### src/rtl/pll_drp_pkg.sv
// Shared types and constants for the PLL DRP reconfiguration controller.
// PLL_DRP_CTRL_VERIFY_EN adds the read-back verify states to the state encoding.
package pll_drp_pkg;

    localparam int unsigned DRP_ADDR_W = 7;
    localparam int unsigned DRP_DATA_W = 16;

    typedef enum logic [3:0] {
        StIdle     = 4'd0,
        StRstWait  = 4'd1,
        StRd       = 4'd2,
        StRdWait   = 4'd3,
        StWr       = 4'd4,
        StWrWait   = 4'd5,
        StRelease  = 4'd6,
        StLockWait = 4'd7,
        StFinish   = 4'd8
`ifdef PLL_DRP_CTRL_VERIFY_EN
        ,
        StVrd      = 4'd9,
        StVrdWait  = 4'd10
`endif
    } state_t;

    localparam logic [1:0] ERR_NONE    = 2'd0;
    localparam logic [1:0] ERR_DRDY_TO = 2'd1;
    localparam logic [1:0] ERR_LOCK_TO = 2'd2;
    localparam logic [1:0] ERR_VERIFY  = 2'd3;

    // Commonly reprogrammed PLL DRP registers.
    localparam logic [6:0] ADDR_CLKOUT0_REG1  = 7'h08;
    localparam logic [6:0] ADDR_CLKFBOUT_REG1 = 7'h14;
    localparam logic [6:0] ADDR_DIVCLK        = 7'h16;
    localparam logic [6:0] ADDR_LOCK_REG1     = 7'h18;
    localparam logic [6:0] ADDR_LOCK_REG2     = 7'h19;
    localparam logic [6:0] ADDR_LOCK_REG3     = 7'h1A;
    localparam logic [6:0] ADDR_FILT_REG1     = 7'h4E;
    localparam logic [6:0] ADDR_FILT_REG2     = 7'h4F;
    localparam logic [6:0] ADDR_POWER         = 7'h28;

    typedef struct packed {
        logic [DRP_ADDR_W-1:0] addr;
        logic [DRP_DATA_W-1:0] mask;
        logic [DRP_DATA_W-1:0] data;
    } entry_t;

    // mask bit 1 keeps the current register bit, 0 takes the new data bit
    function automatic logic [DRP_DATA_W-1:0] drp_merge(input logic [DRP_DATA_W-1:0] rd,
                                                        input logic [DRP_DATA_W-1:0] mask,
                                                        input logic [DRP_DATA_W-1:0] data);
        return (rd & mask) | (data & ~mask);
    endfunction

endpackage

### src/rtl/drp_access.sv
// Single DRP transaction engine: one-cycle DEN pulse, DRDY wait with timeout.
module drp_access
    import pll_drp_pkg::*;
#(
    parameter int unsigned DRDY_TIMEOUT = 64
) (
    input  logic                  i_clk,
    input  logic                  i_rst_n,
    input  logic                  i_req,
    input  logic                  i_we,
    input  logic [DRP_ADDR_W-1:0] i_addr,
    input  logic [DRP_DATA_W-1:0] i_wdata,
    input  logic                  i_drdy,
    input  logic [DRP_DATA_W-1:0] i_do,
    output logic                  o_den,
    output logic                  o_dwe,
    output logic [DRP_ADDR_W-1:0] o_daddr,
    output logic [DRP_DATA_W-1:0] o_di,
    output logic                  o_ack,
    output logic                  o_timeout,
    output logic [DRP_DATA_W-1:0] o_rdata
);

    localparam int unsigned CNT_W = $clog2(DRDY_TIMEOUT + 1);

    logic                  r_den;
    logic                  r_dwe;
    logic                  r_wait;
    logic [DRP_ADDR_W-1:0] r_daddr;
    logic [DRP_DATA_W-1:0] r_di;
    logic [CNT_W-1:0]      r_cnt;
    logic                  w_ack;
    logic                  w_timeout;

    // DRDY during the DEN cycle itself is not a valid response
    assign w_ack     = r_wait && !r_den && i_drdy;
    assign w_timeout = r_wait && !w_ack && (r_cnt == CNT_W'(DRDY_TIMEOUT - 1));

    always_ff @(posedge i_clk or negedge i_rst_n) begin
        if (!i_rst_n) begin
            r_den   <= 1'b0;
            r_dwe   <= 1'b0;
            r_wait  <= 1'b0;
            r_daddr <= '0;
            r_di    <= '0;
            r_cnt   <= '0;
        end else begin
            r_den <= i_req;
            r_dwe <= i_req && i_we;
            if (i_req) begin
                r_daddr <= i_addr;
                if (i_we) begin
                    r_di <= i_wdata;
                end
                r_wait <= 1'b1;
                r_cnt  <= '0;
            end else if (w_ack || w_timeout) begin
                r_wait <= 1'b0;
            end else if (r_wait && (r_cnt != CNT_W'(DRDY_TIMEOUT - 1))) begin
                r_cnt <= r_cnt + 1'b1;
            end
        end
    end

    assign o_den     = r_den;
    assign o_dwe     = r_dwe;
    assign o_daddr   = r_daddr;
    assign o_di      = r_di;
    assign o_ack     = w_ack;
    assign o_timeout = w_timeout;
    assign o_rdata   = i_do;

endmodule

### src/rtl/pll_drp_ctrl.sv
// PLL DRP reconfiguration sequencer: table-driven read-modify-write under PLL reset, then lock wait.
// Defining PLL_DRP_CTRL_VERIFY_EN adds a read-back check after every write.
module pll_drp_ctrl
    import pll_drp_pkg::*;
#(
    parameter int unsigned ENTRIES      = 8,
    parameter int unsigned IDX_W        = 3,
    parameter int unsigned RST_HOLD     = 4,
    parameter int unsigned DRDY_TIMEOUT = 64,
    parameter int unsigned LOCK_TIMEOUT = 65535
) (
    input  logic             i_dclk,
    input  logic             i_rst_n,
    input  logic             i_cfg_we,
    input  logic [IDX_W-1:0] i_cfg_idx,
    input  logic [6:0]       i_cfg_addr,
    input  logic [15:0]      i_cfg_mask,
    input  logic [15:0]      i_cfg_data,
    input  logic [IDX_W:0]   i_cfg_count,
    input  logic             i_start,
    output logic             o_busy,
    output logic             o_done,
    output logic [1:0]       o_err_code,
    output logic             o_pll_rst,
    input  logic             i_locked,
    output logic [6:0]       o_daddr,
    output logic             o_den,
    output logic             o_dwe,
    output logic [15:0]      o_di,
    input  logic [15:0]      i_do,
    input  logic             i_drdy
);

    localparam int unsigned    CNT_MAX = (LOCK_TIMEOUT > RST_HOLD) ? LOCK_TIMEOUT : RST_HOLD;
    localparam int unsigned    CNT_W   = $clog2(CNT_MAX + 1);
    localparam logic [IDX_W:0] N_MAX   = (IDX_W + 1)'(ENTRIES);

    state_t           r_state, w_state_d;
    entry_t           r_table [ENTRIES];
    logic [IDX_W:0]   r_n, r_idx, w_idx_d, w_n_start;
    logic [CNT_W-1:0] r_cnt, w_cnt_d;
    logic [1:0]       r_err, w_err_d;
    logic             r_pll_rst, w_pll_rst_d;
    logic             w_busy, w_start_ok;
    logic             w_req, w_req_we, w_ack, w_timeout;
    logic [6:0]       w_req_addr;
    logic [15:0]      w_req_wdata, w_rdata, w_di;

    assign w_busy     = (r_state != StIdle) && (r_state != StFinish);
    assign w_start_ok = i_start && !w_busy;
    assign w_n_start  = (i_cfg_count > N_MAX) ? N_MAX : i_cfg_count;

    // Table has no reset; contents survive a mid-sequence reset.
    always_ff @(posedge i_dclk) begin
        if (i_cfg_we && !w_busy) begin
            r_table[i_cfg_idx] <= '{addr: i_cfg_addr, mask: i_cfg_mask, data: i_cfg_data};
        end
    end

    always_comb begin
        w_state_d   = r_state;
        w_idx_d     = r_idx;
        w_err_d     = r_err;
        w_req       = 1'b0;
        w_req_we    = 1'b0;
        w_req_wdata = drp_merge(w_rdata, r_table[r_idx[IDX_W-1:0]].mask,
                                r_table[r_idx[IDX_W-1:0]].data);
        case (r_state)
            StIdle, StFinish: begin
                w_state_d = StIdle;
                if (i_start) begin
                    w_state_d = StRstWait;
                    w_idx_d   = '0;
                    w_err_d   = ERR_NONE;
                end
            end
            StRstWait: begin
                if (r_cnt == CNT_W'(RST_HOLD - 1)) begin
                    if (r_n != '0) begin
                        w_state_d = StRd;
                        w_req     = 1'b1;
                    end else begin
                        w_state_d = StRelease;
                    end
                end
            end
            StRd: w_state_d = StRdWait;
            StRdWait: begin
                if (w_timeout) begin
                    w_state_d = StFinish;
                    w_err_d   = ERR_DRDY_TO;
                end else if (w_ack) begin
                    w_state_d = StWr;
                    w_req     = 1'b1;
                    w_req_we  = 1'b1;
                end
            end
            StWr: w_state_d = StWrWait;
            StWrWait: begin
                if (w_timeout) begin
                    w_state_d = StFinish;
                    w_err_d   = ERR_DRDY_TO;
                end else if (w_ack) begin
`ifdef PLL_DRP_CTRL_VERIFY_EN
                    w_state_d = StVrd;
                    w_req     = 1'b1;
`else
                    w_idx_d = r_idx + 1'b1;
                    if (w_idx_d < r_n) begin
                        w_state_d = StRd;
                        w_req     = 1'b1;
                    end else begin
                        w_state_d = StRelease;
                    end
`endif
                end
            end
`ifdef PLL_DRP_CTRL_VERIFY_EN
            StVrd: w_state_d = StVrdWait;
            StVrdWait: begin
                if (w_timeout) begin
                    w_state_d = StFinish;
                    w_err_d   = ERR_DRDY_TO;
                end else if (w_ack) begin
                    if (w_rdata != w_di) begin
                        w_state_d = StFinish;
                        w_err_d   = ERR_VERIFY;
                    end else begin
                        w_idx_d = r_idx + 1'b1;
                        if (w_idx_d < r_n) begin
                            w_state_d = StRd;
                            w_req     = 1'b1;
                        end else begin
                            w_state_d = StRelease;
                        end
                    end
                end
            end
`endif
            StRelease: w_state_d = StLockWait;
            StLockWait: begin
                if (i_locked === 1'b1) begin
                    w_state_d = StFinish;
                end else if (r_cnt == CNT_W'(LOCK_TIMEOUT - 1)) begin
                    w_state_d = StFinish;
                    w_err_d   = ERR_LOCK_TO;
                end
            end
            default: w_state_d = StIdle;
        endcase
    end

    assign w_req_addr = r_table[w_idx_d[IDX_W-1:0]].addr;

    // One counter serves the reset hold and the lock wait; the lock count includes RELEASE.
    always_comb begin
        w_cnt_d = r_cnt;
        if ((w_state_d != r_state) && ((w_state_d == StRstWait) || (w_state_d == StRelease))) begin
            w_cnt_d = '0;
        end else if (r_cnt != CNT_W'(CNT_MAX)) begin
            w_cnt_d = r_cnt + 1'b1;
        end
    end

    assign w_pll_rst_d = !(w_state_d inside {StIdle, StRelease, StLockWait, StFinish});

    always_ff @(posedge i_dclk or negedge i_rst_n) begin
        if (!i_rst_n) begin
            r_state   <= StIdle;
            r_idx     <= '0;
            r_n       <= '0;
            r_cnt     <= '0;
            r_err     <= ERR_NONE;
            r_pll_rst <= 1'b0;
        end else begin
            r_state   <= w_state_d;
            r_idx     <= w_idx_d;
            r_cnt     <= w_cnt_d;
            r_err     <= w_err_d;
            r_pll_rst <= w_pll_rst_d;
            if (w_start_ok) begin
                r_n <= w_n_start;
            end
        end
    end

    drp_access #(
        .DRDY_TIMEOUT(DRDY_TIMEOUT)
    ) u_drp_access (
        .i_clk    (i_dclk),
        .i_rst_n  (i_rst_n),
        .i_req    (w_req),
        .i_we     (w_req_we),
        .i_addr   (w_req_addr),
        .i_wdata  (w_req_wdata),
        .i_drdy   (i_drdy),
        .i_do     (i_do),
        .o_den    (o_den),
        .o_dwe    (o_dwe),
        .o_daddr  (o_daddr),
        .o_di     (w_di),
        .o_ack    (w_ack),
        .o_timeout(w_timeout),
        .o_rdata  (w_rdata)
    );

    assign o_di       = w_di;
    assign o_busy     = w_busy;
    assign o_done     = (r_state == StFinish);
    assign o_err_code = r_err;
    assign o_pll_rst  = r_pll_rst;

endmodule

### config.mk
export PLATFORM = sky130hd
export DESIGN_NAME = pll_drp_ctrl
export DESIGN_NICKNAME = d
export VERILOG_FILES = /design/src/rtl/pll_drp_pkg.sv /design/src/rtl/drp_access.sv /design/src/rtl/pll_drp_ctrl.sv
export SDC_FILE = /design/constraint.sdc
export NUM_CORES = 1
export LEC_CHECK = 0
export ABC_AREA = 1
export CORE_UTILIZATION = 45
export DETAILED_ROUTE_END_ITERATION = 16
export GPL_ROUTABILITY_DRIVEN = 0
export PLACE_DENSITY = 0.59
export SYNTH_ARGS = -nofsm -noshare
export SYNTH_HDL_FRONTEND = slang
export SYNTH_HIERARCHICAL = 1
export SYNTH_SLANG_ARGS = --single-unit
### constraint.sdc
create_clock -name i_dclk -period 4.58 [get_ports i_dclk]
set_input_delay 0.916 -clock i_dclk [delete_from_list [all_inputs] [get_ports i_dclk]]
set_output_delay 0.916 -clock i_dclk [all_outputs]
set_load 0.01 [all_outputs]
==> results.md, run 1 <==
* Status: complete, no violations
* Worst-margin pin slew at 1.14 ns
* Final setup viols at 0
* Post-synth EDFFs at 312
* Hold Vio Cnt, Final at 0
* Cell row count at 68
* Sinks on Clock Net at approximately 380
* 1st-iter DRT viols at 627
* Critical Path End Type: flip-flop
* All-Layer GR Usage at 0.202
* CTS tree: done
* Slew HR at 0.236
* LEAKAGE at 6.78 nW
* Largest net degree at the start of global routing at 91
* Sequential cell area at 11000 um2
* Async S/R FF share, synth at 0.170
* Final min period at 3.40 ns
* Worst path required time at about 5.0 ns
* Total iterations of the first detailed-routing run at 6
* Cts hold-fix bufs at 0
* WL met1 at 15.8 mm
* Maximum VDD drop at 315 uV
* Max Fclk at 294 MHz
* Top sig layer: met5
* Maxcap violations at 0
* PortBufs at 97
* Initial Util at 0.460
* Period utilization at 0.742
* WL met3 at 1.86 mm
* Final antenna-violating net count at 0
* Fin area at 18600 um2
* Setup Buffers After CTS at 0
* Met2 WL at 17.1 mm
* Die Y at 190 um
* Mapped Avg Cell Area at 11.7 um2
* Place WS at around 0.65 ns
* Post-DP Area at around 17000 um2
* Commonest non-fill, non-tap cell in the layout: edfxtp_1
* Design Power at 9.02 mW
* Synthesis Warnings at 6
* Share of cells above drive strength 1 at 0.104
* Fillers at 3035
* Skew final at 0.00900 ns
* Synth Cell Area at 16000 um2
* Startpoint types: primary input
* Layout area overhead at 16.4%
* Top Ports at 98
* WP data arrival at between 3 and 4 ns
* Nets@finish at around 1.5k
* Commonest non-fill, non-tap cells in the layout: 312 x edfxtp_1, 248 x nor2_1, 230 x nand2_1, 96 x clkdlybuf4s50_1, 93 x o21ai_0
* Die Area at between 30000 and 40000 um2
* Worst-skew pair later-pin latency at about 0.53 ns
* Setup ws final at 1.18 ns
* Vias in the first global route at 10.0k
* Detail Placement HPWL at ~20 mm
* Grt ovf at 0
* CP Class: primary input to flip-flop
* Max Slew Vio Count at 0
* Root Buffer: clkbuf_16
* CTS max path bufs at 3
* Wirelength per Cell at 18.6 um
* DRC violation count after routing at 0
* Post-DR vias/cell at around 5.3
* Post-cts sizing count at 0
* Reg clk slew, reported paths at around 0.060 ns
* Cell variety after synth at 45
* Synthesized instance count at between 1k and 1.5k
* CP max FO at 43
* Core area at 34700 um2
* Top FF cell, synth: edfxtp_1
* Yosys reg bits at 376
* Initial antenna violation count at 4
* Post-Route WL at 36.0 mm
* TritonCTS Buffers at 40
* First-pass GRT wire length at ~56 mm
* Die X at 190 um
* Seq/Total Area, Yosys at 0.686
* Setup tns final at 0 ns
* CTS H-Tree Depth at 2
* Power Density at 485 nW/um2
* Syn nets at 1445
* RSZ-0062 raised after global routing: false
* Worst min path class: flip-flop to flip-flop
* Total number of vias at about 10k
* Area occupied by multi-input gates at 4320 um2
* Antenna diodes at 0
==> routing by layer <==
layer  vias up  GRT usage
li1       4961          -
met1      5000      0.265
met2       255      0.335
met3        82     0.0344
met4         8     0.0769
met5         -          0
==> kinds of logic after synthesis <==
kind of cell,share of synthesized area
buf+inv,0.0473
simple gates,0.145
fa+ha+maj,0.00548
compound gates,0.109
xor+xnor,0.00603
flops,0.686
mux,0.000626
==> area by class of cell <==
class / count / area share
Clock buffer: 52 / 0.0584
Tap cell: 455 / 0.0306
Timing Repair Buffer: 114 / 0.0603
Clock inverter: 22 / 0.0126
Inverter: 77 / 0.0158
Sequential cell: 376 / 0.590
Multi-Input combinational cell: 836 / 0.232
==> flip-flops by register name, indices dropped and copies added, names as in the netlist <==
register	flops
r_idx	4
u_drp_access/o_di	16
u_drp_access/o_dwe	1
r_cnt	16
r_n	4
u_drp_access/r_wait	1
u_drp_access/o_daddr	7
o_pll_rst	1
r_table	312
o_err_code	2
u_drp_access/r_cnt	7
u_drp_access/o_den	1
r_state	4
==> worst paths after layout <==
kind	from	endpoint	slack, ns	depth (start not counted)
max reg2reg	u_drp_access/r_cnt[0]	u_drp_access/o_daddr[0]	1.36	15
min reg2reg	u_drp_access/o_daddr[2]	u_drp_access/o_daddr[2]	0.47	2
max in group asynchronous	i_rst_n	r_idx[0]	3.42	1
min	u_drp_access/o_daddr[2]	u_drp_access/o_daddr[2]	0.47	2
max	i_drdy	u_drp_access/o_daddr[0]	1.18	16
min in group asynchronous	i_rst_n	r_cnt[15]	0.50	1
==> synthesized netlist by cell type (2+ instances only) <==
cell	count	area [um2]
edfxtp_1	312	9370
nand4_2	2	25.0
o32ai_1	48	420
o211ai_1	18	135
nand3_2	3	30.0
xnor2_1	3	26.3
nand3_1	23	115
nor3_2	2	20.0
clkbuf_1	33	124
o21ai_1	31	155
inv_1	66	248
dfrtp_1	64	1600
ha_1	7	87.6
nand2_2	7	43.8
nor3_1	6	30.0
nand2_1	230	863
o211ai_2	14	175
nand4_1	9	56.3
a21oi_2	10	87.6
nor2_1	256	961
nand2_4	6	67.6
buf_2	20	100
inv_2	9	33.8
o21ai_0	94	470
o21bai_1	2	15.0
buf_4	21	158
nor2_4	4	45.0
a31oi_1	16	100
xor2_1	8	70.1
a21oi_1	26	130
buf_6	6	67.6
==> report_power, final <==
part	internal, mW	switching, mW	leakage, nW	total (mW)
registers	3.92	0.155	3.67	4.07
logic	0.579	1.14	2.46	1.72
clock network	1.91	1.32	0.646	3.23
total	6.41	2.61	6.78	9.02
==> worst max-delay path: stages <==
cell	delay (ns)
clkdlybuf4s50_1	0.42
inv_1	0.06
o21ai_1	0.12
nor3_1	0.27
nor2_1	0.13
nand2_4	0.11
nand2_4	0.07
o21ai_4	0.87
buf_4	0.37
a21oi_1	0.09
o21ai_1	0.12
nand2_1	0.06
nand2_1	0.05
nand2_1	0.05
nand2_1	0.05
nand2_1	0.04
==> metrics by stage <==
step                      std cells  hold slack [ns]  utilization
after global routing           1932            0.492        0.536
after CTS                      1932            0.472        0.536
final                          1932            0.466        0.536
after detailed placement       1858            0.458        0.498
after floorplan                1370            0.487            -
after global placement         1858            0.455        0.498
Power figures use the tool's default switching activity.
==> run 2, diff against run 1 <==
==> constraint.sdc (replaced) <==
create_clock -name i_dclk -period 3.4 [get_ports i_dclk]
set_input_delay 0.68 -clock i_dclk [delete_from_list [all_inputs] [get_ports i_dclk]]
set_output_delay 0.68 -clock i_dclk [all_outputs]
set_load 0.01 [all_outputs]
==> run 2 against run 1 <==
Non-clock buffer count increased by 7; largest cell class unchanged; critical endpoint is now u_drp_access/o_di[12]; clock power grew 28%; clock-buffer cell count grew 4; largest power group unchanged; sequential share of layout area fell by 0.45 points; clock skew increased by 0.0075 ns; utilization increased by 0.41 points.
==> results.md, run 2 (same netlist as run 1, synthesis figures left out) <==
* GR Util met3 at 0.0403 (+0.00589)
* Detail Placement HPWL at 21.0 mm (+6.4%)
* Maxcap violations at 0 (unchanged)
* Share of cells above drive strength 1 at 0.108 (+0.00416)
* RSZ-0062 raised after global routing: false
* Core area at 34700 um2 (unchanged)
* Cell row count at 68 (unchanged)
* Maximum VDD drop at 415 uV (+32%)
* Max Slew Vio Count at 0 (unchanged)
* Layout area overhead at 17.3%
* Largest net degree at the start of global routing at 103 (+13%)
* Fin area at 18700 um2 (+0.77%)
* Wirelength per Cell at 18.5 um (-0.68%)
* CTS max path bufs at 3 (unchanged)
* Nets@finish at 1528 (+0.53%)
* Worst-skew pair later-pin latency at 0.55 ns (+0.02 ns)
* Cts hold-fix bufs at 0 (unchanged)
* LEAKAGE at 6.83 nW (+0.76%)
* Status: complete, no violations
* Clock power frac at 0.346 (-0.012)
* All-Layer GR Usage at 0.202 (+0.000202)
* Critical Path End Type: flip-flop
* Reg clk slew, reported paths at 0.06 ns (about the same)
* Max incr delay on CP at 0.85 ns (-0.02 ns)
* Setup Buffers After CTS at 0 (unchanged)
* Psw at 3.49 mW (+34%)
* Max FFs per register at 312 (unchanged)
* Setup tns final at 0 ns (unchanged)
* Die Area at 36300 um2 (unchanged)
* CP Class: flip-flop to flip-flop
* PortBufs at 97 (unchanged)
* Worst min path class: primary input to asynchronous set/reset pin
* Largest Register: r_table
* Slew HR at 0.282 (+0.0452)
* Post-cts sizing count at 0 (unchanged)
* Startpoint types: flip-flop
* Sw Share at 0.292 (+0.00250)
* Post-DR vias/cell at 5.28 (-0.96%)
* 1st-iter DRT viols at 605 (-3.5%)
* Initial Util at 0.460 (unchanged)
* Design internal power at 8.49 mW (+32%)
* CP max FO at 102 (+140%)
* WP data arrival at 3.25 ns (-0.57 ns)
* TritonCTS Buffers at 41 (+2.5%)
* Gate power share at 0.197 (+0.007)
* M2 GR Usage at 0.338 (+0.00364)
* Post-Route WL at 35.9 mm (-0.17%)
* Root Buffer: clkbuf_16
* Commonest non-fill, non-tap cells in the layout: 312 x edfxtp_1, 248 x nor2_1, 230 x nand2_1, 96 x clkdlybuf4s50_1, 93 x o21ai_0
* Die X at 190 um (unchanged)
* Final min period at 2.80 ns
* Post-DP Area at 17500 um2 (+1.2%)
* Final antenna-violating net count at 0 (unchanged)
* Grt ovf at 0 (unchanged)
* Critical-path cell list: buf_4, nor2_1, o32ai_1, o21ai_1, nor2_1, a31oi_1, nand2_1, nand2_1
* Skew final at 0.0165 ns (+0.00755 ns)
* Max Fclk at 357 MHz
* Total iterations of the first detailed-routing run at 5 (-1)
* Met1 Use GR at 0.262 (-0.00259)
* Top Ports at 98 (unchanged)
* Global route hottest layer: met2
* Final setup viols at 0 (unchanged)
* Total number of vias at 10.3k (-0.45%)
* Vias in the first global route at 9945 (-0.66%)
* First-pass GRT wire length at 55.9 mm (-0.18%)
* Worst path required time at 3.85 ns (-1.15 ns)
* CTS tree: done
* Worst-margin pin slew at 1.08 ns (-0.0634 ns)
* Commonest non-fill, non-tap cell in the layout: edfxtp_1
* Flop pwr share at 0.457 (+0.005)
* DRC violation count after routing at 0 (unchanged)
* CTS H-Tree Depth at 2 (unchanged)
* Sinks on Clock Net at 376 (unchanged)
* Power Density at 639 nW/um2 (+32%)
* Hold Vio Cnt, Final at 0 (unchanged)
* Final Util at 0.540 (+0.00414)
* Slowest cell on the critical path: buf_4
* Initial antenna violation count at 3 (-1)
* Die Y at 190 um (unchanged)
* Period utilization at 0.825
run 2: changes by cell type in the layout (fill, tap and decap cells not counted):
cell / previous run / this run
bufinv_16: 4 / 1
buf_4: 16 / 11
inv_16: 1 / 0
diode_2: 0 / 2
clkinvlp_4: 1 / 0
clkbuf_8: 2 / 1
buf_12: 2 / 14
clkinv_2: 7 / 12
clkbuf_1: 9 / 13
clkinv_1: 8 / 5
clkinv_16: 0 / 1
clkinv_8: 1 / 0
clkbuf_16: 41 / 42
run 2: area by class of cell:
cell class,count,area (um2)
Tap cell,455,569
Multi-Input combinational cell,836,4320
Timing Repair Buffer,121,1320
Fill cell,2986,16000
Clock inverter,19,144
Clock buffer,56,1110
Antenna cell,2,5.00
Inverter,77,294
Sequential cell,376,11000
run 2: worst max-delay path, delay by kind of cell, from the launching register on:
family / cells / cell delay, ns
buffers and inverters: 1 / 0.85
DFF: 1 / 0.64
and+or+nand+nor: 4 / 0.46
AOI/OAI and AO/OA: 3 / 0.69
run 2: power groups by stage:
stage | Sequential (mW) | Clock (mW) | Combinational [mW]
2_1_floorplan | 5.53 | 0 | 1.65
3_3_place_gp | 5.57 | 0 | 2.37
3_5_place_dp | 5.57 | 0 | 2.39
5_1_grt | 5.51 | 4.43 | 2.64
6_report | 5.48 | 4.15 | 2.36
4_1_cts | 5.48 | 4.25 | 2.40
run 2: per-stage QoR:
| stage | setup slack [ns] | total power, mW | instances | hold slack, ns |
|---|---|---|---|---|
| after floorplan | 0.243 | 7.18 | 1370 | 0.384 |
| after detailed placement | 0.299 | 7.96 | 1865 | 0.461 |
| final | 0.596 | 12.0 | 1942 | 0.253 |
| after CTS | 0.627 | 12.1 | 1940 | 0.274 |
| after global placement | 0.340 | 7.93 | 1865 | 0.455 |
| after global routing | 0.425 | 12.6 | 1940 | 0.311 |
run 2: worst paths after layout:
kind                                          from  cells past startpoint                       to  slack, ns
max                                       r_idx[0]                      8    u_drp_access/o_di[12]       0.60
min                                        i_rst_n                      1     u_drp_access/o_di[4]       0.25
max reg2reg                               r_idx[0]                      8    u_drp_access/o_di[12]       0.60
min reg2reg                u_drp_access/o_daddr[5]                      2  u_drp_access/o_daddr[5]       0.47
max in group asynchronous                  i_rst_n                      1                 r_idx[0]       2.50
min in group i_dclk        u_drp_access/o_daddr[5]                      2  u_drp_access/o_daddr[5]       0.47
run 2: per-layer routing:
metal | part of all wire | routed length [um]
met4 | 0.027 | 959
met3 | 0.053 | 1890
met1 | 0.44 | 15700
met5 | 0.00033 | 12
met2 | 0.48 | 17300
==> variant: new RTL, settings of run 1 <==
Add an input register stage for `i_cfg_mask`, without a reset; this delays it by one clock. The other inputs are not delayed to match.
--- a/src/rtl/pll_drp_ctrl.sv
+++ b/src/rtl/pll_drp_ctrl.sv
@@ -35,6 +35,12 @@
     localparam int unsigned    CNT_W   = $clog2(CNT_MAX + 1);
     localparam logic [IDX_W:0] N_MAX   = (IDX_W + 1)'(ENTRIES);
 
+    logic [15:0] i_cfg_mask_q;
+
+    always_ff @(posedge i_dclk) begin
+        i_cfg_mask_q <= i_cfg_mask;
+    end
+
     state_t           r_state, w_state_d;
     entry_t           r_table [ENTRIES];
     logic [IDX_W:0]   r_n, r_idx, w_idx_d, w_n_start;
@@ -53,7 +59,7 @@
     // Table has no reset; contents survive a mid-sequence reset.
     always_ff @(posedge i_dclk) begin
         if (i_cfg_we && !w_busy) begin
-            r_table[i_cfg_idx] <= '{addr: i_cfg_addr, mask: i_cfg_mask, data: i_cfg_data};
+            r_table[i_cfg_idx] <= '{addr: i_cfg_addr, mask: i_cfg_mask_q, data: i_cfg_data};
         end
     end
 
Behaviour: not the same (a bounded check fails within 10 cycles, from zero or initial values and one cycle with i_rst_n low).
==> variant against run 1 <==
The flow now finishes with violations (DRC); design area increased by 1.4%; synthesized area increased by 1.4%; power increased by 0.61%; setup slack improved by 0.11 ns; sequential cell count increased by 16; wire length increased by 3.9%; count of clock-buffer cells in the layout increased by 15; cell count increased by 1.7%; largest power group unchanged.
==> variant: results (changes against run 1) <==
| Metric | Value |
|---|---|
| Top post-synthesis cells by area | edfxtp_1 58%, dfrtp_1 9.9%, nand2_1 5.6% (was edfxtp_1 59%, dfrtp_1 10%, nor2_1 6.0%) |
| Comb pwr share | 17.4% (was 19.0%) |
| Maximum vdd drop | 0.319 mV (was 0.315 mV) |
| FF-to-FF setup slack | 1.29 ns (was 1.36 ns) |
| Leakage Power | 6.99 nW (was 6.78 nW) |
| Tot GR Track Use | 20.7% (was 20.2%) |
| Chip width | 192 um (was 190 um) |
| Multi-input combinational area share | 22.6% (was 23.2%) |
| Compound-Gate Fraction of Synth Area | 10.2% (was 10.9%) |
| Met2 WL | 18,100 um (was 17,100 um) |
| Met2 GRT Util | 35.1% (was 33.5%) |
| Fin Hold WS | 0.466 ns (about the same) |
| First-pass GRT wire length | 57,800 um (was 56,000 um) |
| Number of DRC markers in iteration 0 | 700 (was 627) |
| Comb pwr | 0.00158 W (was 0.00172 W) |
| Distinct cell type count after synthesis | 43 (was 45) |
| CTS Buf Count | 42 (was 40) |
| Met3 usage | 2.83% (was 3.44%) |
| Number of global-route vias before repair | 10.2k (was 10.0k) |
| Clock buffers | 67 (was 52) |
| Top Layer Used | met4 (was met5) |
| Met3 wire length | 1670 um (was 1860 um) |
| Outcome | complete, but fails checks (was finished clean) |
| DP Area | 17,500 sq um (was 17,300 sq um) |
| # nets final | 1,544 (was 1,520) |
| Synth Area in XOR/XNOR | 0.486% (was 0.603%) |
| Multi-input gates | 852 (was 836) |
| Largest net degree at the start of global routing | 94 (was 91) |
| Average vias per placed instance | 5.32 (was 5.33) |
| Maximum fanout along the worst path | 41 (was 43) |
| Synth Area in Adders | 0.541% (was 0.548%) |
| Drt drc | 2 (was 0) |
| Worst hold start | u_drp_access/o_daddr[5] (was u_drp_access/o_daddr[2]) |
| Failing checks | DRC |
| Mux contribution to synthesized area | 0.0618% (was 0.0626%) |
| Placed insts | 1,886 (was 1,858) |
| Arrival time at the worst endpoint | 3.77 ns (was 3.82 ns) |
| Syn Area/Cell | 11.7 sq um (about the same) |
| Sequential cell area | 11,300 sq um (was 11,000 sq um) |
| Worst R2R Start | r_idx[0] (was u_drp_access/r_cnt[0]) |
| Seq/total area | 59.9% (was 59.0%) |
| ClkCell Share | 7.11% (was 7.10%) |
| Skew final | 0.0129 ns (was 0.00900 ns) |
| Ratio of cells with drive above 1 in the final layout | 10.3% (was 10.4%) |
| Fillers | 3,061 (was 3,035) |
| Hold Crit Endpoint | u_drp_access/o_daddr[5] (was u_drp_access/o_daddr[2]) |
| Non-filler cells, final | 1,964 (was 1,932) |
## variant: worst max-delay path: stages, from the launching register on
cell	delay [ns]
dfrtp_4	0.72
ha_1	0.24
xor2_1	0.22
ha_1	0.26
nand2_1	0.05
inv_1	0.03
nand2_1	0.10
nand2_1	0.09
o221ai_1	0.58
nand2_4	0.31
inv_2	0.38
nand2_1	0.13
nand2_1	0.08
## variant: worst max path at each step
stage | slack, ns | to | startpoint
after global placement | 0.82 | u_drp_access/o_daddr[2] | i_drdy
final | 1.29 | u_drp_access/o_di[5] | r_idx[0]
after CTS | 1.29 | u_drp_access/o_di[5] | r_idx[0]
after floorplan | 0.26 | r_table[4][0] | i_cfg_we
after detailed placement | 0.84 | u_drp_access/o_daddr[2] | i_drdy
after global routing | 1.01 | u_drp_access/o_di[5] | r_idx[0]
## variant: kinds of logic (layout without fill, tap and decap cells)
logic type	count (synthesis)	in the layout
simple gates	556	556
mux	1	1
flops	392	392
xor+xnor	9	9
fa+ha+maj	7	7
buf+inv	144	259
compound gates	279	279
